[config.mk]
export PLATFORM = sky130hd
export DESIGN_NAME = d_debounce_sync
export DESIGN_NICKNAME = d
export VERILOG_FILES = /design/src/rtl/d_debounce_sync.sv
export SDC_FILE = /design/constraint.sdc
export NUM_CORES = 1
export LEC_CHECK = 0
export CAP_MARGIN = 20
export CORE_AREA = 2 2 39 41
export DETAILED_ROUTE_END_ITERATION = 6
export DIE_AREA = 0 0 41 43
export HOLD_SLACK_MARGIN = 0.06
export SYNTH_ARGS = -nofsm -noshare
export SYNTH_HDL_FRONTEND = slang
export SYNTH_SLANG_ARGS = --single-unit
[constraint.sdc]
create_clock -name clk -period 1.9 [get_ports clk]
set_input_delay 0.38 -clock clk [delete_from_list [all_inputs] [get_ports clk]]
set_output_delay 0.38 -clock clk [all_outputs]
set_load 0.02 [all_outputs]
[src/rtl/d_debounce_sync.sv]
// Synchroniser plus consecutive-sample debouncer with registered level, rise/fall pulses and busy flag.
// Optional abort counter output glitch_cnt when D_DEBOUNCE_GLITCH_CNT_EN is defined.
module d_debounce_sync #(
  parameter int   SYNC_STAGES     = 2,
  parameter int   DEBOUNCE_CYCLES = 16,
  parameter logic RESET_LEVEL     = 1'b0
) (
  input  logic       clk,
  input  logic       rst,
  input  logic       d,
  input  logic       en,
  output logic       q,
  output logic       rise,
  output logic       fall,
`ifdef D_DEBOUNCE_GLITCH_CNT_EN
  output logic       busy,
  output logic [7:0] glitch_cnt
`else
  output logic       busy
`endif
);

  localparam int CNT_W = $clog2(DEBOUNCE_CYCLES + 1);
  localparam logic [CNT_W-1:0] CNT_ONE  = CNT_W'(1);
  localparam logic [CNT_W-1:0] CNT_LAST = CNT_W'(DEBOUNCE_CYCLES - 1);

  localparam logic [0:0] ST_STABLE   = 1'b0;
  localparam logic [0:0] ST_COUNTING = 1'b1;

  logic [SYNC_STAGES-1:0] sync_reg;
  logic                   s;
  logic [0:0]             state_reg, state_next;
  logic [CNT_W-1:0]       cnt_reg, cnt_next;
  logic                   q_reg, q_next;
  logic                   rise_reg, fall_reg, busy_reg;
  logic                   abort;

  always_ff @(posedge clk or negedge rst) begin
    if (!rst) begin
      sync_reg <= {SYNC_STAGES{RESET_LEVEL}};
    end else begin
      sync_reg <= {sync_reg[SYNC_STAGES-2:0], d};
    end
  end

  assign s = sync_reg[SYNC_STAGES-1];

  // A reverting sample is checked before terminal count, so an abort always wins.
  always_comb begin
    state_next = state_reg;
    cnt_next   = cnt_reg;
    q_next     = q_reg;
    abort      = 1'b0;
    case (state_reg)
      ST_STABLE: begin
        cnt_next = '0;
        if (s != q_reg && en) begin
          if (DEBOUNCE_CYCLES == 1) begin
            q_next = s;
          end else begin
            cnt_next   = CNT_ONE;
            state_next = ST_COUNTING;
          end
        end
      end
      ST_COUNTING: begin
        if (s == q_reg) begin
          cnt_next   = '0;
          state_next = ST_STABLE;
          abort      = 1'b1;
        end else if (en && cnt_reg == CNT_LAST) begin
          q_next     = s;
          cnt_next   = '0;
          state_next = ST_STABLE;
        end else if (en) begin
          cnt_next = cnt_reg + CNT_ONE;
        end
      end
      default: begin
        cnt_next   = '0;
        state_next = ST_STABLE;
      end
    endcase
  end

  always_ff @(posedge clk or negedge rst) begin
    if (!rst) begin
      state_reg <= ST_STABLE;
      cnt_reg   <= '0;
      q_reg     <= RESET_LEVEL;
      rise_reg  <= 1'b0;
      fall_reg  <= 1'b0;
      busy_reg  <= 1'b0;
    end else begin
      state_reg <= state_next;
      cnt_reg   <= cnt_next;
      q_reg     <= q_next;
      rise_reg  <= q_next & ~q_reg;
      fall_reg  <= ~q_next & q_reg;
      busy_reg  <= (state_next == ST_COUNTING);
    end
  end

  assign q    = q_reg;
  assign rise = rise_reg;
  assign fall = fall_reg;
  assign busy = busy_reg;

`ifdef D_DEBOUNCE_GLITCH_CNT_EN
  logic [7:0] glitch_reg;

  always_ff @(posedge clk or negedge rst) begin
    if (!rst) begin
      glitch_reg <= 8'd0;
    end else if (abort && glitch_reg != 8'hFF) begin
      glitch_reg <= glitch_reg + 8'd1;
    end
  end

  assign glitch_cnt = glitch_reg;
`else
  logic unused_abort;
  assign unused_abort = abort;
`endif

endmodule

==> metrics.cfg <==
[routing]
via_count=310
detail_route.iter0.violations=2
vias_per_cell=4.84
count_of_unresolved_drc_violations_after_routing=0
postRouteAntennaNets=0
wl_um=725
detail_route.first_pass.iterations=4
drt-wirelength-per-cell_um=11.3

[timing]
timing_hold_violations_final=0
worst_pin_slew_ns=0.492
finalMaxSlewViolations=0
final_period_minus_worst_setup_slack_ns=1.71
relSlewSlack_pct=67.1
rsz0062_at_grt=false
minimum_hold_slack_ns=0.359
final_setup_violating_endpoints=0
finalCritPeriodShare_pct=90.1
timing.clock.skew_ns=0.00802
totalNegativeSetupSlack_ns=0
clock.fmax_mhz=584

[die]
floorplan.initialDensity_pct=34.1
die_h_um=43
width_of_the_chip_um=41
io_pins=8
rows=14
floorplan.core_area_um2=1380
die-area_um2=1760

[min_path]
holdCritStartpoint=sync_reg[0]$_DFF_PN0_
timing.hold.worst_path_depth=0
worstHoldEndpoint=sync_reg[1]$_DFF_PN0_
timing.hold.worst.class=reg -> reg

[setup_path]
timing.critical_path.from_type=register
worstPathMaxFanout=6
slowest_stage_delay_on_critical_path_ns=0.64
critPathArrivalTime_ns=1.33
worstPathCellList=clkdlybuf4s50_1
critical_path.top_delay_family=buffers and inverters
critPathKind=reg -> out
rr_endpoint=q$_DFF_PN0_
critical_path.endpoint_type=primary output
regToRegStartpoint=cnt_reg[0]$_DFFE_PN0P_
critical_path_required_ns=1.52
timing.critical_path.buf_inv=1
worstRegToRegCells=4
worst-r2r-setup-slack_ns=0.48
critical_path.slowest_cell=sky130_fd_sc_hd__clkdlybuf4s50_1

[clock_tree]
clk_path_buf_depth=2
clk-insertion-delay-late_ns=0.27
ctsHoldBuffers=0
cts-buffers-inserted=3
cts_repair_resize_count=0
clk_pin_slew_ns=0.07
tritoncts_num_sinks=11
htreeDepth=1
tritoncts=built
clk_root_buffer_cell=sky130_fd_sc_hd__clkbuf_4
post-cts-setup-buffer-count=0

[layout]
diodes=0
post_route_cells_drive_above_1_share_pct=20.8
largest_register_ff_count=5
synthToLayoutAreaGrowth_pct=28.1
final_net_count=54

[placement]
dpl.hpwl_um=578
place.gp.congestion=0.693
numPortBuffers=7

[logic_synthesis]
netlist.top_cell.by_area=sky130_fd_sc_hd__dfrtp_1
synth_seq_area_share_pct=58.4
post-synth-top-area-fraction_pct=58.4
yosys.cell_types.count=17
synth_nets=40
synth_area_per_cell_um2=13.5
postSynthCellCount=35
synthesis.area_um2=472
yosys_register_bits=11
synthTopCellsByArea=sky130_fd_sc_hd__dfrtp_1 58%, sky130_fd_sc_hd__nand4_4 4.5%, sky130_fd_sc_hd__nor3b_4 4.0%
yosysWarningCount=0

[grt]
grtUsageTotal_pct=11.4
grt_overflow=0
grt_start_max_net_pins=12
grt_pass1_vias=315
grt_antenna_before_repair=0
global_route_wire_length_before_repair_mm=1.27

[pwr]
max-vdd-ir-drop_mv=0.335
power.density_cell_area_nw_per_um2=712
power.leakage_nw=0.283

[job]
max_cap_violations=0

[status]
status=finished, final reports clean

-- cell usage in the layout, fill, tap and decap left out, types with 2 or more instances in the layout --
master                            synthesis  layout
sky130_fd_sc_hd__and3b_1                  2       2
sky130_fd_sc_hd__buf_4                    0       2
sky130_fd_sc_hd__clkbuf_4                 0       3
sky130_fd_sc_hd__clkdlybuf4s50_1          0       7
sky130_fd_sc_hd__dfrtp_1                 11      11
sky130_fd_sc_hd__nand2_1                  2       2
sky130_fd_sc_hd__nor2_1                   4       4
sky130_fd_sc_hd__nor3_1                   3       3
sky130_fd_sc_hd__xor2_1                   2       2
-- worst max-delay path by stage --
| stage | from | endpoint | slack, ns | cells past startpoint |
|---|---|---|---|---|
| 3_3_place_gp | en | q$_DFF_PN0_ | 0.16 | 4 |
| 3_5_place_dp | en | q$_DFF_PN0_ | 0.16 | 4 |
| 2_1_floorplan | cnt_reg[0]$_DFFE_PN0P_ | q$_DFF_PN0_ | 0.50 | 4 |
| 6_report | busy$_DFF_PN0_ | busy | 0.19 | 1 |
| 4_1_cts | busy$_DFF_PN0_ | busy | 0.18 | 1 |
| 5_1_grt | q$_DFF_PN0_ | q | 0.14 | 1 |
-- cells in the mapped netlist (all sizes together) --
library cell	number
dfrtp	11
nor2	4
nor3	3
and3b	2
nand2	2
nand4	2
xor2	2
a211oi	1
a21bo	1
ha	1
mux2	1
mux2i	1
nand2b	1
nand3b	1
nor3b	1
xnor2	1
-- per-stage QoR --
| stage | power [W] | instance area, µm² | util (%) | instances | worst slack, ns |
|---|---|---|---|---|---|
| global placement | 0.000279 | 577 | 41.7 | 60 | 0.162 |
| global route | 0.000454 | 604 | 43.7 | 64 | 0.137 |
| CTS | 0.000437 | 604 | 43.7 | 64 | 0.183 |
| floorplan | 0.000260 | 472 | - | 35 | 0.502 |
| finish | 0.000430 | 604 | 43.7 | 64 | 0.187 |
| detailed placement | 0.000280 | 577 | 41.7 | 60 | 0.156 |
-- per-layer routing --
layer  vias to the layer above  routed length (µm)  global-route usage [%]
li1                        150                   -                       -
met1                       146                 315                    13.5
met2                        11                 339                    15.9
met3                         3                  46                    3.14
met4                         0                  23                    10.0
met5                         -                   0                       0
-- layout make-up --
class	instances	area (µm²)
Tap cell	16	20.0
Multi-Input combinational cell	24	196
Clock inverter	1	5.00
Sequential cell	11	275
Fill cell	141	779
Clock buffer	3	22.5
Timing Repair Buffer	9	85.1
-- kinds of logic (layout without fill, tap and decap cells) --
family	count (synthesis)	after routing	synth area share, %
and+or+nand+nor	16	16	24.4
muxes	2	2	5.30
AOI/OAI and AO/OA	2	2	3.71
adders and majority gates	1	1	2.65
DFF	11	11	58.4
xor gates and xnor gates	3	3	5.57
buffers and inverters	0	13	0
-- power by group --
| group | switching, W | leakage (nW) | internal, W | total (W) |
|---|---|---|---|---|
| Clock | 0.0000769 | 0.0177 | 0.0000779 | 0.000155 |
| Sequential | 0.00000538 | 0.146 | 0.000239 | 0.000245 |
| Combinational | 0.0000144 | 0.119 | 0.0000162 | 0.0000306 |
(Power assumes the default switching activity.)
